**src/rtl/core_run_ctrl_if.sv**
```systemverilog
// ---------------------------------------------------------------------------
// core_run_ctrl_if
// Boot-load word stream between an image source and the run controller.
//
// Signals:
//   ld_valid  source has a word on ld_data
//   ld_ready  controller accepts the word this cycle
//   ld_data   32-bit instruction word
//   ld_last   final word of the image
//
// Modports:
//   master  image source (drives valid/data/last)
//   slave   run controller (drives ready)
// ---------------------------------------------------------------------------
interface core_run_ctrl_if;
    logic        ld_valid;
    logic        ld_ready;
    logic [31:0] ld_data;
    logic        ld_last;

    modport master (output ld_valid, output ld_data, output ld_last, input ld_ready);
    modport slave  (input ld_valid, input ld_data, input ld_last, output ld_ready);
endinterface

```
**src/rtl/core_run_ctrl.sv**
```systemverilog
// ---------------------------------------------------------------------------
// core_run_ctrl
// Run controller for the single-cycle RISC-V core. After reset it holds the
// core in reset while an image is streamed into instruction memory, releases
// the core for one cycle of reset with a complete image, then runs it until
// an EBREAK, an external halt request or (optionally) the watchdog stops it.
// From HALT it can single-step, resume or reload. core_en gates every piece
// of architectural state in the core, so the core freezes whenever it is 0.
//
// Optional build macro: CORE_WDT_EN enables the RUN-cycle watchdog.
//
// Ports:
//   clk, rst       clock, synchronous active-high reset
//   ld             boot-load stream (slave side of core_run_ctrl_if)
//   imem_we        imem write strobe
//   imem_waddr     imem word address
//   imem_wdata     imem write data
//   instr          instruction currently fetched by the core
//   core_rst       reset to pc/core
//   core_en        core advance/commit enable
//   run_req        resume from HALT (pulse)
//   step_req       execute one instruction from HALT (pulse)
//   halt_req       halt from RUN (pulse)
//   reload_req     return to LOAD from HALT (pulse)
//   state          LOAD=0 RELEASE=1 RUN=2 STEP=3 HALT=4
//   halt_cause     0 none, 1 ebreak, 2 halt_req, 3 watchdog
//   instret        count of cycles with core_en=1 (wraps)
// ---------------------------------------------------------------------------
module core_run_ctrl #(
    parameter int          ADDR_W      = 8,
    parameter int          WDT_CYCLES  = 100000,
    parameter logic [31:0] EBREAK_INSN = 32'h00100073
) (
    input  logic              clk,
    input  logic              rst,
    core_run_ctrl_if.slave    ld,
    output logic              imem_we,
    output logic [ADDR_W-1:0] imem_waddr,
    output logic [31:0]       imem_wdata,
    input  logic [31:0]       instr,
    output logic              core_rst,
    output logic              core_en,
    input  logic              run_req,
    input  logic              step_req,
    input  logic              halt_req,
    input  logic              reload_req,
    output logic [2:0]        state,
    output logic [1:0]        halt_cause,
    output logic [31:0]       instret
);

    localparam logic [2:0] ST_LOAD    = 3'd0;
    localparam logic [2:0] ST_RELEASE = 3'd1;
    localparam logic [2:0] ST_RUN     = 3'd2;
    localparam logic [2:0] ST_STEP    = 3'd3;
    localparam logic [2:0] ST_HALT    = 3'd4;

    localparam logic [1:0] CAUSE_NONE   = 2'd0;
    localparam logic [1:0] CAUSE_EBREAK = 2'd1;
    localparam logic [1:0] CAUSE_HALT   = 2'd2;
    localparam logic [1:0] CAUSE_WDT    = 2'd3;

    logic [2:0]        state_q;
    logic [2:0]        state_d;
    logic [1:0]        cause_q;
    logic [1:0]        cause_d;
    logic [ADDR_W-1:0] addr_q;
    logic              skip_q;
    logic [31:0]       instret_q;
    logic              ebreak_hit;
    logic              wdt_hit;
    logic              load_done;

    // skip lets a resumed RUN commit the EBREAK it halted on
    assign ebreak_hit = (instr == EBREAK_INSN) && !skip_q;

    // the last word or the top address both close the image
    assign load_done  = imem_we && (ld.ld_last || (addr_q == {ADDR_W{1'b1}}));

`ifdef CORE_WDT_EN
    logic [31:0] wdt_q;

    assign wdt_hit = (state_q == ST_RUN) && (wdt_q == 32'(WDT_CYCLES - 1));

    // Counts consecutive RUN cycles; restarts on every entry to RUN.
    always_ff @(posedge clk) begin
        if (rst) begin
            wdt_q <= 32'd0;
        end else if ((state_q != ST_RUN) && (state_d == ST_RUN)) begin
            wdt_q <= 32'd0;
        end else if (state_q == ST_RUN) begin
            wdt_q <= wdt_q + 32'd1;
        end
    end
`else
    assign wdt_hit = 1'b0;
`endif

    // Load-side handshake and imem write port.
    always_comb begin
        ld.ld_ready = (state_q == ST_LOAD);
        imem_we     = ld.ld_valid && (state_q == ST_LOAD);
        imem_waddr  = addr_q;
        imem_wdata  = ld.ld_data;
    end

    // Core control: EBREAK and halt_req block the commit in the same cycle
    // they are seen, so the PC stays on the halting instruction.
    always_comb begin
        core_rst = (state_q == ST_LOAD) || (state_q == ST_RELEASE);
        core_en  = 1'b0;
        case (state_q)
            ST_RUN:  core_en = !ebreak_hit && !halt_req && !wdt_hit;
            ST_STEP: core_en = 1'b1;
            default: core_en = 1'b0;
        endcase
    end

    // Next-state and halt-cause selection.
    always_comb begin
        state_d = state_q;
        cause_d = cause_q;
        case (state_q)
            ST_LOAD: begin
                if (load_done) begin
                    state_d = ST_RELEASE;
                end
            end
            ST_RELEASE: begin
                state_d = ST_RUN;
                cause_d = CAUSE_NONE;
            end
            ST_RUN: begin
                if (ebreak_hit) begin
                    state_d = ST_HALT;
                    cause_d = CAUSE_EBREAK;
                end else if (halt_req) begin
                    state_d = ST_HALT;
                    cause_d = CAUSE_HALT;
                end else if (wdt_hit) begin
                    state_d = ST_HALT;
                    cause_d = CAUSE_WDT;
                end
            end
            ST_STEP: begin
                state_d = ST_HALT;
            end
            ST_HALT: begin
                if (reload_req) begin
                    state_d = ST_LOAD;
                    cause_d = CAUSE_NONE;
                end else if (step_req) begin
                    state_d = ST_STEP;
                end else if (run_req) begin
                    state_d = ST_RUN;
                end
            end
            default: begin
                state_d = ST_LOAD;
                cause_d = CAUSE_NONE;
            end
        endcase
    end

    // State, cause, load address, skip flag and retired-instruction count.
    always_ff @(posedge clk) begin
        if (rst) begin
            state_q   <= ST_LOAD;
            cause_q   <= CAUSE_NONE;
            addr_q    <= '0;
            skip_q    <= 1'b0;
            instret_q <= 32'd0;
        end else begin
            state_q <= state_d;
            cause_q <= cause_d;

            if ((state_q == ST_HALT) && reload_req) begin
                addr_q <= '0;
            end else if (imem_we) begin
                addr_q <= addr_q + 1'b1;
            end

            if ((state_q == ST_HALT) && (state_d == ST_RUN)) begin
                skip_q <= 1'b1;
            end else if (state_q == ST_RUN) begin
                skip_q <= 1'b0;
            end

            if (core_en) begin
                instret_q <= instret_q + 32'd1;
            end
        end
    end

    assign state      = state_q;
    assign halt_cause = cause_q;
    assign instret    = instret_q;

endmodule

```
**src/flat_wrapper.sv**
```systemverilog
// flat-port wrapper written by rule: the top's interface ports become plain ports
module core_run_ctrl_flat 
#(
    parameter int          ADDR_W      = 8,
    parameter int          WDT_CYCLES  = 100000,
    parameter logic [31:0] EBREAK_INSN = 32'h00100073
)
  (clk, rst, imem_we, imem_waddr, imem_wdata, instr, core_rst, core_en, run_req, step_req, halt_req, reload_req, state, halt_cause, instret, ld_ld_valid, ld_ld_data, ld_ld_last, ld_ld_ready);
  core_run_ctrl_if ld_i ();
  input  logic clk;
  input  logic rst;
  output logic imem_we;
  output logic [ADDR_W-1:0] imem_waddr;
  output logic [31:0] imem_wdata;
  input  logic [31:0] instr;
  output logic core_rst;
  output logic core_en;
  input  logic run_req;
  input  logic step_req;
  input  logic halt_req;
  input  logic reload_req;
  output logic [2:0] state;
  output logic [1:0] halt_cause;
  output logic [31:0] instret;
  input wire logic [$bits(ld_i.ld_valid)-1:0] ld_ld_valid;
  input wire logic [$bits(ld_i.ld_data)-1:0] ld_ld_data;
  input wire logic [$bits(ld_i.ld_last)-1:0] ld_ld_last;
  output wire logic [$bits(ld_i.ld_ready)-1:0] ld_ld_ready;
  assign ld_i.ld_valid = ld_ld_valid;
  assign ld_i.ld_data = ld_ld_data;
  assign ld_i.ld_last = ld_ld_last;
  assign ld_ld_ready = ld_i.ld_ready;
  core_run_ctrl #(.ADDR_W(ADDR_W), .WDT_CYCLES(WDT_CYCLES), .EBREAK_INSN(EBREAK_INSN)) u_core (.clk(clk), .rst(rst), .ld(ld_i), .imem_we(imem_we), .imem_waddr(imem_waddr), .imem_wdata(imem_wdata), .instr(instr), .core_rst(core_rst), .core_en(core_en), .run_req(run_req), .step_req(step_req), .halt_req(halt_req), .reload_req(reload_req), .state(state), .halt_cause(halt_cause), .instret(instret));
endmodule
```
**config.mk**
```make
export PLATFORM = sky130hd
export DESIGN_NAME = core_run_ctrl_flat
export DESIGN_NICKNAME = d
export VERILOG_FILES = /design/src/rtl/core_run_ctrl_if.sv /design/src/rtl/core_run_ctrl.sv /design/src/flat_wrapper.sv
export SDC_FILE = /design/constraint.sdc
export NUM_CORES = 1
export LEC_CHECK = 0
export BUFFER_PORTS_ARGS = -buffer_cell sky130_fd_sc_hd__buf_2
export CAP_MARGIN = 20
export CELL_PAD_IN_SITES_DETAIL_PLACEMENT = 1
export CELL_PAD_IN_SITES_GLOBAL_PLACEMENT = 2
export CORE_MARGIN = 8
export CORE_UTILIZATION = 21
export DETAILED_ROUTE_END_ITERATION = 8
export PLACE_DENSITY_LB_ADDON = 0.1
export SLEW_MARGIN = 20
export SYNTH_ARGS = -nofsm -noshare
export SYNTH_HDL_FRONTEND = slang
export SYNTH_SLANG_ARGS = --single-unit
```
**constraint.sdc**
```tcl
create_clock -name clk -period 1.9 [get_ports clk]
set_clock_uncertainty 0.05 [all_clocks]
set_input_delay 0.285 -clock clk [delete_from_list [all_inputs] [get_ports clk]]
set_output_delay 0.285 -clock clk [all_outputs]
set_load 0.01 [all_outputs]
```
# Word-level counts from Yosys, hierarchy flattened
# Index checks and enable logic that the tools add are counted.
dict set report totals {
  regBits 46
  inputBits 72
}
dict set report classes {
  add_sub_neg 2
  eq_ne 9
  n_mux 14
  n_bitwise 1
  reduce_logical 16
}
# cell n
set ops {}
lappend ops {{$add A32 B1 Y32 const B} 1}
lappend ops {{$eq A32 B21 Y1 const B} 1}
lappend ops {{$mux W3} 6}
lappend ops {{$pmux W3 S5} 1}
lappend ops {{$eq A3 B2 Y1 const B} 3}
lappend ops {{$add A8 B1 Y8 const B} 1}
lappend ops {{$eq A8 B8 Y1 const B} 1}
lappend ops {{$logic_and A1 B1 Y1} 6}
lappend ops {{$mux W2} 3}
lappend ops {{$pmux W2 S3} 1}
lappend ops {{$reduce_or A2 Y1} 2}
lappend ops {{$eq A3 B1 Y1 const B} 1}
lappend ops {{$eq A3 B3 Y1 const B} 1}
lappend ops {{$logic_not A1 Y1} 3}
lappend ops {{$logic_not A3 Y1} 1}
lappend ops {{$ne A3 B2 Y1 const B} 1}
lappend ops {{$reduce_and A3 Y1} 1}
lappend ops {{$logic_or A1 B1 Y1} 2}
lappend ops {{$mux W1} 2}
lappend ops {{$ne A2 B2 Y1 const B} 1}
lappend ops {{$pmux W1 S2} 1}
lappend ops {{$reduce_bool A2 Y1} 1}
lappend ops {{$not A1 Y1} 1}

# Logic depth before layout (Yosys ltp)
dict set report logic_depth {
  word_depth 8
  ltp_mapped 8
  ltp_nobuf 6
}

# Worst setup path before layout
# No wires, ideal clock.
dict set report synth_path {
  path_kind {flip-flop to flip-flop}
  start {register u_core.state_q[2] (netlist: u_core.state[2])}
  end {register u_core.instret_q[21] (netlist: u_core.instret[21])}
  setup_time_ns 0.121
  arrival_ns 1.829
  required_ns 1.729
  slack_ns -0.100
  stages_incl_launch_ff 8
  path_buffers 3
  cell_sequence {dfxtp_1 > buf_6 > nand2b_4 > or3_4 > buf_6 > buf_6 > nor4_2 > mux2_2}
}
dict set report synth_between {
  elab_chain_len 2
  word_cells_on_any_way 3
  cone_classes {eq/ne: 2; mux: 1}
}
# element line
set synth_rtl {}
lappend synth_rtl {{start: declaration} core_run_ctrl.sv:63} ;# logic [2:0] state_q;
lappend synth_rtl {{start signal: assignment} core_run_ctrl.sv:174} ;# state_q <= state_d;
lappend synth_rtl {{$eq A3 B2 Y1} core_run_ctrl.sv:112} ;# case (state_q)
lappend synth_rtl {{$pmux W1 S2 *} core_run_ctrl.sv:112}
lappend synth_rtl {{end signal: assignment} core_run_ctrl.sv:190} ;# instret_q <= instret_q + 32'd1;
lappend synth_rtl {{end: declaration} core_run_ctrl.sv:69} ;# logic [31:0] instret_q;
# Mark *: on every way between the ends. The rest lies on a longest branch, timed or not.
# A chain may end at the register's enable or synchronous reset.

# Final worst setup path
dict set report layout_path {
  start {register u_core.skip_q}
  end {output core_en}
}
dict set report layout_between {
  elab_chain_len 5
}
# element line
set layout_rtl {}
lappend layout_rtl {{start: declaration} core_run_ctrl.sv:68} ;# logic skip_q;
lappend layout_rtl {{start signal: assignment} core_run_ctrl.sv:171} ;# skip_q <= 1'b0;
lappend layout_rtl {{start signal: assignment} core_run_ctrl.sv:184} ;# skip_q <= 1'b1;
lappend layout_rtl {{start signal: assignment} core_run_ctrl.sv:186} ;# skip_q <= 1'b0;
lappend layout_rtl {{$logic_not A1 Y1} core_run_ctrl.sv:75} ;# assign ebreak_hit = (instr == EBREAK_INSN) && !skip_q;
lappend layout_rtl {{$logic_and A1 B1 Y1} core_run_ctrl.sv:75}
lappend layout_rtl {{$logic_not A1 Y1} core_run_ctrl.sv:113} ;# ST_RUN: core_en = !ebreak_hit && !halt_req && !wdt_hit;
lappend layout_rtl {{$logic_and A1 B1 Y1} core_run_ctrl.sv:113}
lappend layout_rtl {{$pmux W1 S2} core_run_ctrl.sv:112}
lappend layout_rtl {{end: declaration} flat_wrapper.sv:17} ;# output logic core_en;
# Every way passes these cells.

==> flow_metrics.env <==
export IMPL_vias_per_cell=4.71
export IMPL_violations="setup timing"
export IMPL_fp_coreArea_mm2=0.0131
export IMPL_syn_cell_area_mm2=0.00280
export IMPL_hold_end="u_core.skip_q"
export IMPL_r2r_start="u_core.skip_q"
export IMPL_synth_async_sr_flop_share_pct=0
export IMPL_grt_antenna_before_repair=0
export IMPL_pre_cts_ws_ns=-0.157
export IMPL_root_buffer="clkbuf_16"
export IMPL_yosysMostFrequentCell="dfxtp_1"
export IMPL_max_cap_viol_count=0
export IMPL_synth_common_cells="dfxtp_1, buf_4, nor2_1"
export IMPL_fp_row_count=42
export IMPL_die_h_um=131
export IMPL_stdcell_count=623
export IMPL_synth_ff_type="dfxtp_1"
export IMPL_synth_edf_count=0
export IMPL_drt_iter0_markers=128
export IMPL_worst_pin_slew_ns=0.839
export IMPL_leakagePower_nw=1.63
export IMPL_hp_start="run_req"
export IMPL_antenna_cells=0
export IMPL_wirelength_mm=10.1
export IMPL_io_pins=153
export IMPL_synth_top_cell_area_share_pct=32.9
export IMPL_max_slew_margin_pct=44.1
export IMPL_rsz0062_at_grt="yes"
export IMPL_worstRegToRegCells=8
export IMPL_worstPathMaxFanout=2
export IMPL_hold_violations=0
export IMPL_grt_pass1_wl_mm=16.0
export IMPL_fin_nets=520
export IMPL_seqCellArea_um2=936
export IMPL_crit_slowest_cell="dfxtp_2"
export IMPL_worst_setup_path_type="flip-flop to output port"
export IMPL_cts_sinks=46
export IMPL_ctsHoldBuffers=0
export IMPL_end_kind="output port"
export IMPL_htree_levels=2
export IMPL_fill_cells=1610
export IMPL_yosys_top_cells_area="dfxtp_1, buf_4, nor2_1"
export IMPL_status="finished with violations"
export IMPL_r2r_end="u_core.instret[19]"
export IMPL_dp_hpwl_mm=7.44
export IMPL_crit_required_ns=1.56
export IMPL_dp_cells=604
export IMPL_crit_family="simple AND/OR/NAND/NOR gates"
export IMPL_worstPathArrival_ns=1.62
export IMPL_port_buffers=88
export IMPL_ys_seq_elements=46
export IMPL_path_buf_inv=2
export IMPL_ant_nets=0
export IMPL_drive_above_1_share_pct=49.7
export IMPL_finalMaxSlewViolations=0
export IMPL_grt_start_max_net_pins=40
export IMPL_start_kind="flip-flop"
export IMPL_via_count=2935
export IMPL_start_util_pct=21.3
export IMPL_synthCells=341
export IMPL_cts_buffers=5
export IMPL_synth_yosys_seq_area_share_pct=32.9
export IMPL_grt_pass1_vias=3096
export IMPL_path_cells="and4b_1, nand4_1, nor4_4, buf_12, nor2_4, buf_6"
export IMPL_clkTransAtPathRegs_ns=0.07
export IMPL_setup_slack_ns=-0.0556
export IMPL_grt_usage_pct=11.4
export IMPL_ys_warn_count=0
export IMPL_syn_nets=415
export IMPL_area_delta_synth_final_pct=43.6
export IMPL_grt_overflow_total=0
export IMPL_power_density_mw_per_mm2=548
export IMPL_setup_viol=10
export IMPL_dieArea_mm2=0.0173
export IMPL_slowest_delay_ns=0.32
export IMPL_total_power_mw=2.20
export IMPL_r2r_slack_ns=-0.05
export IMPL_synth_top_area_cell="dfxtp_1"
export IMPL_synth_cell_types=46
export IMPL_hold_class="input port to flip-flop"
export IMPL_clk_latency_ns=0.30
export IMPL_max_freq_ghz=0.511
export IMPL_multi_input_area_mm2=0.00166
export IMPL_holdPathStages=3
export IMPL_cts_tree="done"
export IMPL_die_w_um=131
export IMPL_period_share_pct=103
export IMPL_drcViolationCount=0
export IMPL_max_vdd_ir_drop_mv=0.283
export IMPL_wl_per_cell_um=16.3
export IMPL_routabilityCongestion=0.685
export IMPL_first_pass_iters=4
export IMPL_ctsLongestPathBuffers=2
export IMPL_hold_slack_ns=0.198
export IMPL_syn_avg_cell_area_um2=8.21
export IMPL_final_min_clock_period_ns=1.96
## tightest hold or removal path, cell delays in order
cell and delay (ns):
buf_2 0.09, a22oi_1 0.06, nor2_1 0.08
## metal layers
metal / global-route usage [%] / routed length, um / vias up
met5: 0 / 0 / -
met3: 4.46 / 620 / 9
met2: 18.8 / 4870 / 73
li1: - / - / 1436
met4: 3.96 / 136 / 0
met1: 13.0 / 4510 / 1417
## layout by cell type, fill, tap and decap left out, drive strengths merged, types with 12 or more instances in the layout
cell   Yosys  final
dfxtp     46     46
o31ai     14     14
nand2     16     16
or3       12     12
nor2b     12     12
buf       41    149
nand4     19     19
nand3     14     14
o21ai     13     13
a21oi     25     25
nor2      34     34
or4       14     14
## registers in the layout (all words and copies together) (netlist names)
register / count
u_core.skip_q: 1
u_core.state: 3
u_core.halt_cause: 2
u_core.imem_waddr: 8
u_core.instret: 32
## worst max-delay path by stage
| stage | slack (ns) | endpoint | startpoint | cells after the start |
|---|---|---|---|---|
| floorplan | -0.02 | u_core.instret[16] | u_core.state[2] | 7 |
| global placement | -0.09 | core_en | instr[7] | 7 |
| detailed placement | -0.16 | core_en | instr[12] | 7 |
| CTS | -0.22 | core_en | u_core.skip_q | 6 |
| global route | -0.15 | core_en | u_core.skip_q | 6 |
| finish | -0.06 | core_en | u_core.skip_q | 6 |
## power breakdown
group          switching [mW]  internal (mW)  total [mW]  leakage [nW]
registers             0.00930          0.972       0.981         0.376
clock network           0.425          0.617        1.04        0.0836
logic                  0.0942         0.0857       0.180          1.17
total                   0.529           1.67        2.20          1.63
## what timing repair did
item / CTS / global route
gates cloned: 1 / 1
pin swaps: 11 / 19
buffers inserted: 3 / 6
resized for setup: 6 / 50
endpoints found under the setup margin: 5 / 32
hold endpoints to repair: 0 / 0
## stage by stage
stage / util (%) / TNS [ns] / cell area, um^2
after detailed placement: 27.0 / -3.23 / 3550
after global routing: 30.6 / -2.16 / 4020
after CTS: 28.8 / -3.86 / 3780
after floorplan: - / -0.0174 / 2820
after global placement: 27.0 / -1.05 / 3550
final: 30.6 / -0.388 / 4020
## cell families (layout without fill, tap and decap cells)
logic type	count (synthesis)	in the layout	synth area share [%]
xor+xnor	5	5	1.56
buf+inv	55	161	13.1
simple gates	162	162	34.1
mux	13	13	5.10
fa+ha+maj	2	2	0.894
compound gates	58	58	12.4
flops	46	46	32.9
## layout make-up
class	instances	area share (%)
clock buffers	5	3.11
clock inverters	3	0.996
inverters	3	0.280
multi-input cells	240	41.4
flip-flops and latches	46	23.3
well taps	176	5.48
repair buffers	150	25.4
No activity file was read; power rests on OpenSTA's default activity.
